File: config.mk
export PLATFORM = sky130hd
export DESIGN_NAME = instruction_fetch_unit_flat
export DESIGN_NICKNAME = d
export VERILOG_FILES = /design/src/rtl/mips_pkg.sv /design/src/rtl/instruction_fetch_unit_if.sv /design/src/rtl/instruction_fetch_unit_pc_register.sv /design/src/rtl/instruction_fetch_unit.sv /design/src/flat_wrapper.sv
export SDC_FILE = /design/constraint.sdc
export NUM_CORES = 1
export LEC_CHECK = 0
export CAP_MARGIN = 20
export CORE_MARGIN = 1.5
export CORE_UTILIZATION = 47
export DETAILED_ROUTE_END_ITERATION = 10
export PLACE_DENSITY_LB_ADDON = 0.08
export SLEW_MARGIN = 5
export SYNTH_ARGS = -nofsm -noshare
export SYNTH_HDL_FRONTEND = slang
export SYNTH_SLANG_ARGS = --single-unit
File: constraint.sdc
create_clock -name clk -period 2.1 [get_ports clk]
set_input_delay 0.315 -clock clk [delete_from_list [all_inputs] [get_ports clk]]
set_output_delay 0.315 -clock clk [all_outputs]
set_load 0.005 [all_outputs]
File: src/rtl/mips_pkg.sv
// mips_pkg: constants and types shared by the instruction fetch stage.
//   RESET_PC  : PC after reset; program ROM word 0 lives here.
//   NOP_INSTR : instruction presented while the stage emits a bubble.
//   PC_INC    : sequential PC step (one 32-bit word).
//   fetch_state_e : BOOT / RUN / BUBBLE fetch sequencer states.
//   align_word()  : clears the two byte-offset bits of an address.
package mips_pkg;

  localparam logic [31:0] RESET_PC  = 32'h0040_0000;
  localparam logic [31:0] NOP_INSTR = 32'h0000_0000;
  localparam logic [31:0] PC_INC    = 32'd4;

  typedef enum logic [1:0] {
    BOOT   = 2'd0,
    RUN    = 2'd1,
    BUBBLE = 2'd2
  } fetch_state_e;

  function automatic logic [31:0] align_word(input logic [31:0] addr);
    return {addr[31:2], 2'b00};
  endfunction

endpackage

File: src/rtl/instruction_fetch_unit_if.sv
// instruction_fetch_unit_if: groups the fetch stage's pipeline-control,
// program-ROM and IF/ID-facing signals.
//   master : the fetch unit (drives ROM address and IF/ID data)
//   slave  : the surroundings (ID redirect, hazard stall, ROM, IF/ID)
// Signals:
//   stall_i        1   hold PC/state (same as IF/ID reg_enabler)
//   redirect_i     1   taken branch / jump pulse from ID
//   redirect_pc_i  32  redirect target
//   rom_addr_o     AW  ROM word address
//   rom_data_i     32  combinational ROM read data
//   pc_o           32  PC+4 of instr_o
//   instr_o        32  fetched instruction or NOP
//   valid_o        1   instr_o is a real fetch
//   misalign_o     1   sticky misaligned-redirect flag
interface instruction_fetch_unit_if #(
  parameter int MEMORY_DEPTH = 32
);
  localparam int AW = $clog2(MEMORY_DEPTH);

  logic          stall_i;
  logic          redirect_i;
  logic [31:0]   redirect_pc_i;
  logic [AW-1:0] rom_addr_o;
  logic [31:0]   rom_data_i;
  logic [31:0]   pc_o;
  logic [31:0]   instr_o;
  logic          valid_o;
  logic          misalign_o;

  modport master (
    input  stall_i, redirect_i, redirect_pc_i, rom_data_i,
    output rom_addr_o, pc_o, instr_o, valid_o, misalign_o
  );

  modport slave (
    output stall_i, redirect_i, redirect_pc_i, rom_data_i,
    input  rom_addr_o, pc_o, instr_o, valid_o, misalign_o
  );

endinterface

File: src/rtl/instruction_fetch_unit_pc_register.sv
// pc_register: 32-bit program counter register.
//   clk     : rising-edge clock
//   reset   : synchronous active-low reset, loads RESET_VAL
//   en_i    : 1 = load d_i, 0 = hold
//   d_i     : next PC
//   q_o     : current PC
module pc_register
  import mips_pkg::*;
#(
  parameter logic [31:0] RESET_VAL = RESET_PC
) (
  input  logic        clk,
  input  logic        reset,
  input  logic        en_i,
  input  logic [31:0] d_i,
  output logic [31:0] q_o
);

  logic [31:0] pc_q;

  // PC storage with synchronous reset and load enable.
  always_ff @(posedge clk) begin
    if (!reset) begin
      pc_q <= RESET_VAL;
    end else if (en_i) begin
      pc_q <= d_i;
    end else begin
      pc_q <= pc_q;
    end
  end

  assign q_o = pc_q;

endmodule

File: src/rtl/instruction_fetch_unit.sv
// instruction_fetch_unit: IF stage feeding the IF/ID pipeline register.
// Owns the PC, addresses the combinational program ROM and presents the
// fetched word plus PC+4 to IF/ID. Inserts one NOP bubble after reset and
// after every applied redirect; redirects seen under stall are parked and
// applied on the first unstalled cycle.
// Ports:
//   clk    : rising-edge clock
//   reset  : synchronous active-low reset
//   bus    : instruction_fetch_unit_if.master (stall, redirect, ROM, IF/ID)
module instruction_fetch_unit
  import mips_pkg::*;
#(
  parameter int          MEMORY_DEPTH = 32,
  parameter logic [31:0] RESET_PC     = mips_pkg::RESET_PC,
  parameter logic [31:0] NOP_INSTR    = mips_pkg::NOP_INSTR
) (
  input  logic                      clk,
  input  logic                      reset,
  instruction_fetch_unit_if.master  bus
);

  localparam int AW = $clog2(MEMORY_DEPTH);

  fetch_state_e state_q, state_d;
  logic         pend_q, pend_d;
  logic [31:0]  pend_pc_q, pend_pc_d;
  logic         misalign_q, misalign_d;
  logic [31:0]  pc_q;
  logic [31:0]  pc_d;
  logic         pc_en_s;
  logic [31:0]  redirect_tgt_s;
  logic [31:0]  pc_off_s;

  assign redirect_tgt_s = align_word(bus.redirect_pc_i);

  pc_register #(
    .RESET_VAL (RESET_PC)
  ) u_pc_register (
    .clk   (clk),
    .reset (reset),
    .en_i  (pc_en_s),
    .d_i   (pc_d),
    .q_o   (pc_q)
  );

  // State, pending-redirect and sticky-flag registers.
  always_ff @(posedge clk) begin
    if (!reset) begin
      state_q    <= BOOT;
      pend_q     <= 1'b0;
      pend_pc_q  <= 32'h0000_0000;
      misalign_q <= 1'b0;
    end else begin
      state_q    <= state_d;
      pend_q     <= pend_d;
      pend_pc_q  <= pend_pc_d;
      misalign_q <= misalign_d;
    end
  end

  // Next-state, PC update and redirect capture/apply.
  always_comb begin
    state_d    = state_q;
    pend_d     = pend_q;
    pend_pc_d  = pend_pc_q;
    misalign_d = misalign_q;
    pc_en_s    = 1'b0;
    pc_d       = pc_q;

    // Misalignment is flagged on every sampled redirect, stalled or not.
    if (bus.redirect_i && (bus.redirect_pc_i[1:0] != 2'b00)) begin
      misalign_d = 1'b1;
    end else begin
      misalign_d = misalign_q;
    end

    if (bus.stall_i) begin
      // Frozen: only park the newest redirect for later.
      if (bus.redirect_i) begin
        pend_d    = 1'b1;
        pend_pc_d = redirect_tgt_s;
      end else begin
        pend_d    = pend_q;
        pend_pc_d = pend_pc_q;
      end
    end else if (bus.redirect_i || pend_q) begin
      // A live redirect supersedes a parked one, so the parked one is dropped.
      pc_en_s = 1'b1;
      pc_d    = bus.redirect_i ? redirect_tgt_s : pend_pc_q;
      pend_d  = 1'b0;
      state_d = BUBBLE;
    end else begin
      // BOOT and BUBBLE keep pc so the word at pc is fetched in the next RUN.
      case (state_q)
        BOOT: begin
          state_d = RUN;
        end
        RUN: begin
          pc_en_s = 1'b1;
          pc_d    = pc_q + PC_INC;
          state_d = RUN;
        end
        BUBBLE: begin
          state_d = RUN;
        end
        default: begin
          state_d = BOOT;
        end
      endcase
    end
  end

  // Word offset from the ROM base; wraps modulo MEMORY_DEPTH by truncation.
  assign pc_off_s       = pc_q - RESET_PC;
  assign bus.rom_addr_o = pc_off_s[AW+1:2];

  assign bus.valid_o    = (state_q == RUN);
  assign bus.pc_o       = pc_q + PC_INC;
  assign bus.instr_o    = bus.valid_o ? bus.rom_data_i : NOP_INSTR;
  assign bus.misalign_o = misalign_q;

endmodule

File: src/flat_wrapper.sv
// flat-port wrapper written by rule: the top's interface ports become plain ports
module instruction_fetch_unit_flat import mips_pkg::*;
#(
  parameter int          MEMORY_DEPTH = 32,
  parameter logic [31:0] RESET_PC     = mips_pkg::RESET_PC,
  parameter logic [31:0] NOP_INSTR    = mips_pkg::NOP_INSTR
)
  (clk, reset, bus_stall_i, bus_redirect_i, bus_redirect_pc_i, bus_rom_data_i, bus_rom_addr_o, bus_pc_o, bus_instr_o, bus_valid_o, bus_misalign_o);
  instruction_fetch_unit_if #(.MEMORY_DEPTH(MEMORY_DEPTH)) bus_i ();
  input  logic clk;
  input  logic reset;
  input wire logic [$bits(bus_i.stall_i)-1:0] bus_stall_i;
  input wire logic [$bits(bus_i.redirect_i)-1:0] bus_redirect_i;
  input wire logic [$bits(bus_i.redirect_pc_i)-1:0] bus_redirect_pc_i;
  input wire logic [$bits(bus_i.rom_data_i)-1:0] bus_rom_data_i;
  output wire logic [$bits(bus_i.rom_addr_o)-1:0] bus_rom_addr_o;
  output wire logic [$bits(bus_i.pc_o)-1:0] bus_pc_o;
  output wire logic [$bits(bus_i.instr_o)-1:0] bus_instr_o;
  output wire logic [$bits(bus_i.valid_o)-1:0] bus_valid_o;
  output wire logic [$bits(bus_i.misalign_o)-1:0] bus_misalign_o;
  assign bus_i.stall_i = bus_stall_i;
  assign bus_i.redirect_i = bus_redirect_i;
  assign bus_i.redirect_pc_i = bus_redirect_pc_i;
  assign bus_i.rom_data_i = bus_rom_data_i;
  assign bus_rom_addr_o = bus_i.rom_addr_o;
  assign bus_pc_o = bus_i.pc_o;
  assign bus_instr_o = bus_i.instr_o;
  assign bus_valid_o = bus_i.valid_o;
  assign bus_misalign_o = bus_i.misalign_o;
  instruction_fetch_unit #(.MEMORY_DEPTH(MEMORY_DEPTH), .RESET_PC(RESET_PC), .NOP_INSTR(NOP_INSTR)) u_core (.clk(clk), .reset(reset), .bus(bus_i));
endmodule
==> flow_summary_export.csv <==
group,metric,value,unit
clock_network,insertion_delay,0.36,ns
global_routing,globalRouteOverflowTotal,0,
place,gp_congestion,0.945,
floorplan,die_w,98.1,microns
min_path,hp-class,"input pin to flop",
final_layout,diodes,0,
worst_setup_path,ff2ff_path_depth,8,
worst_setup_path,crit_start,"u_core.u_pc_register.q_o[13]$_SDFFE_PN0P_",
power,power_density,482,nW/um^2
yosys,synth_area_leaders,"dfxtp_1 (32%), nand2_1 (9.5%), a21boi_0 (6.0%)",
floorplan,initial_utilization,0.487,
sta,report.final.slew_viol_count,0,
min_path,hp-start,"reset",
yosys,yosysTopAreaCell,"dfxtp_1",
yosys,synth-edff-count,0,
yosys,synth.top_cell.area_share,0.320,
detailed_routing,via_count,5382,
yosys,synth_warnings,0,
sta,timing.final.crit_share,1.13,
place,dp_hpwl,10.6,mm
yosys,ys_seq_elements,68,
floorplan,rows,34,
worst_setup_path,r2r_slack,-0.01,ns
global_routing,grt_pass1_wl,26.7,mm
global_routing,grt_usage,0.348,
floorplan,io_pins,139,
run_status,violations,"setup timing",
sta,setup_slack,-0.270,ns
floorplan,dieArea,9620,sq um
clock_network,root_buffer,"clkbuf_8",
yosys,synth_fp_nets,637,
clock_network,cts_sinks,68,
final_layout,final_common_cell,"buf_4",
yosys,synth_cell_type_count,55,
sta,rsz0062_at_grt,"yes",
worst_setup_path,arrival,2.06,ns
place,placed_area,6190,sq um
clock_network,cts_tree,"yes",
detailed_routing,drtIter0Drc,469,
place,placedCellCount,845,
yosys,synth_ff_type,"dfxtp_1",
sta,timing.fmax,0.422,GHz
job,cap_violations,0,
clock_network,cts.htree.levels,3,
sta,setup_tns,-1.98,ns
final_layout,nets,874,
run_status,status,"complete, but fails checks",
floorplan,die_y,98.1,microns
yosys,syn-mean-instance-area,7.48,sq um
worst_setup_path,crit_fanout,3,
sta,post-route-min-period,2.37,ns
final_layout,drive_above_1_share,0.322,
power,power.total,0.00350,W
sta,clock_skew,0.0173,ns
yosys,ys_seq_area_frac,0.320,
final_layout,layout_common_cells,"buf_4 (107), nand2_1 (104), clkdlybuf4s50_1 (99)",
final_layout,syn_to_final_growth,70.9,%
detailed_routing,vias_per_cell,5.86,
sta,worstMarginPinSlew,0.509,ns
floorplan,core_area,8720,sq um
global_routing,grt_max_degree,57,
power,p_leak,3.27,nW
worst_setup_path,setup.worst_path.start_class,"flop",
worst_setup_path,worstSetupPathType,"flop to output port",
yosys,netlist_instances,568,
sta,hold_viol,0,
clock_network,hold_buffers,0,
detailed_routing,detail-route-antenna-nets,0,
yosys,syn_area,4250,sq um
clock_network,numCtsBuffers,9,
sta,slew_headroom,0.657,
worst_setup_path,crit_required,1.78,ns
detailed_routing,wl,18.0,mm
global_routing,antenna_found_initial,0,
final_layout,fin_cells,918,
detailed_routing,drc,0,
worst_setup_path,critPathCaptureType,"output port",
clock_network,path_clk_slew,0.09,ns
worst_setup_path,crit_end,"bus_pc_o[30]",
final_layout,final_util,0.833,
worst_setup_path,rr_endpoint,"u_core.u_pc_register.q_o[19]$_SDFFE_PN0P_",
detailed_routing,dr.pass1.iters,5,
detailed_routing,wl_per_cell,19.6,microns
yosys,synthArstFlopShare,0,
power,ir_drop,0.365,mV
final_layout,final_cell_area,7260,sq um
clock_network,clk_path_buf_depth,2,
global_routing,grt_pass1_vias,5285,
place,portBuffers,138,
sta,setup_viol,20,
worst_setup_path,r2r-start,"u_core.u_pc_register.q_o[13]$_SDFFE_PN0P_",
==> cell families after synthesis <==
family | share of synthesized area
compound gates | 0.227
xor+xnor | 0.0577
fa+ha+maj | 0.00294
buf+inv | 0.0701
flops | 0.320
mux | 0.0236
simple gates | 0.299
==> metrics by stage <==
step	hold slack [ns]	setup WS, ns
global placement	0.445	-0.226
detailed placement	0.453	-0.317
floorplan	0.438	0.161
CTS	0.423	-0.257
global route	0.443	-0.297
finish	0.425	-0.270
==> registers in the layout, indices dropped and copies added, names as in the netlist <==
| name | cells |
|---|---|
| u_core.bus.misalign_o | 1 |
| u_core.pend_pc_q | 32 |
| u_core.pend_q | 1 |
| u_core.state_q | 2 |
| u_core.u_pc_register.q_o | 32 |
==> what timing repair did <==
| item | CTS | global route |
|---|---|---|
| pin swaps | 40 | 33 |
| resized for setup | 179 | 54 |
| gates cloned | 1 | 0 |
| setup buffers | 41 | 20 |
| setup endpoints to repair | 60 | 47 |
==> routing by layer <==
layer,up-vias,share of wire,global-route usage
met4,0,0.036,0.141
li1,2449,-,-
met3,68,0.087,0.0651
met1,2520,0.40,0.447
met5,-,0,0
met2,345,0.48,0.574
==> report_power, final <==
group	switching, W	leakage (nW)	internal [W]
Clock	0.000574	0.102	0.000616
Combinational	0.000428	2.60	0.000458
Sequential	0.0000569	0.566	0.00137
==> worst max-delay path: stages (launching register included) <==
cell	delay [ns]
dfxtp_2	0.37
and4_4	0.26
buf_6	0.12
nand3_4	0.08
or4_4	0.58
xnor2_2	0.15
buf_2	0.13
==> synthesized netlist by cell type, types with 3 or more instances <==
cell type and count:
clkbuf_1 31, nor2_1 20, o21ai_1 3, nor4_1 6, a21oi_1 32, o21ai_0 30
mux2i_1 10, buf_2 13, a211oi_1 4, a21boi_0 34, buf_1 3, nor3b_1 8
nand2_1 107, and4_1 6, a22oi_1 3, dfxtp_1 68, and3_1 9, buf_4 8
nand4_1 11, inv_1 12, xnor2_1 14, xor2_1 14, nor2b_1 6, a221oi_1 3
o31ai_1 3, nor3_1 11, and2_1 36, o211ai_1 13, nand3_1 13
==> final cells by class <==
cell class              instances  area (sq um)
fillers                       530          1460
repair buffers                281          2510
multi-input cells             433          2960
clock buffers                  11           151
well taps                     108           135
flip-flops and latches         68          1390
inverters                      12          50.0
clock inverters                 5          58.8
==> worst min-delay path by stage <==
stage	slack [ns]	cells after the start	end
CTS	0.42	3	u_core.u_pc_register.q_o[4]$_SDFFE_PN0P_
floorplan	0.44	2	u_core.pend_pc_q[11]$_SDFFE_PN0P_
global route	0.44	2	u_core.pend_pc_q[16]$_SDFFE_PN0P_
finish	0.42	2	u_core.pend_pc_q[20]$_SDFFE_PN0P_
global placement	0.45	2	u_core.pend_pc_q[11]$_SDFFE_PN0P_
detailed placement	0.45	2	u_core.pend_pc_q[11]$_SDFFE_PN0P_
Note: power is estimated with default switching activity, not from simulation.
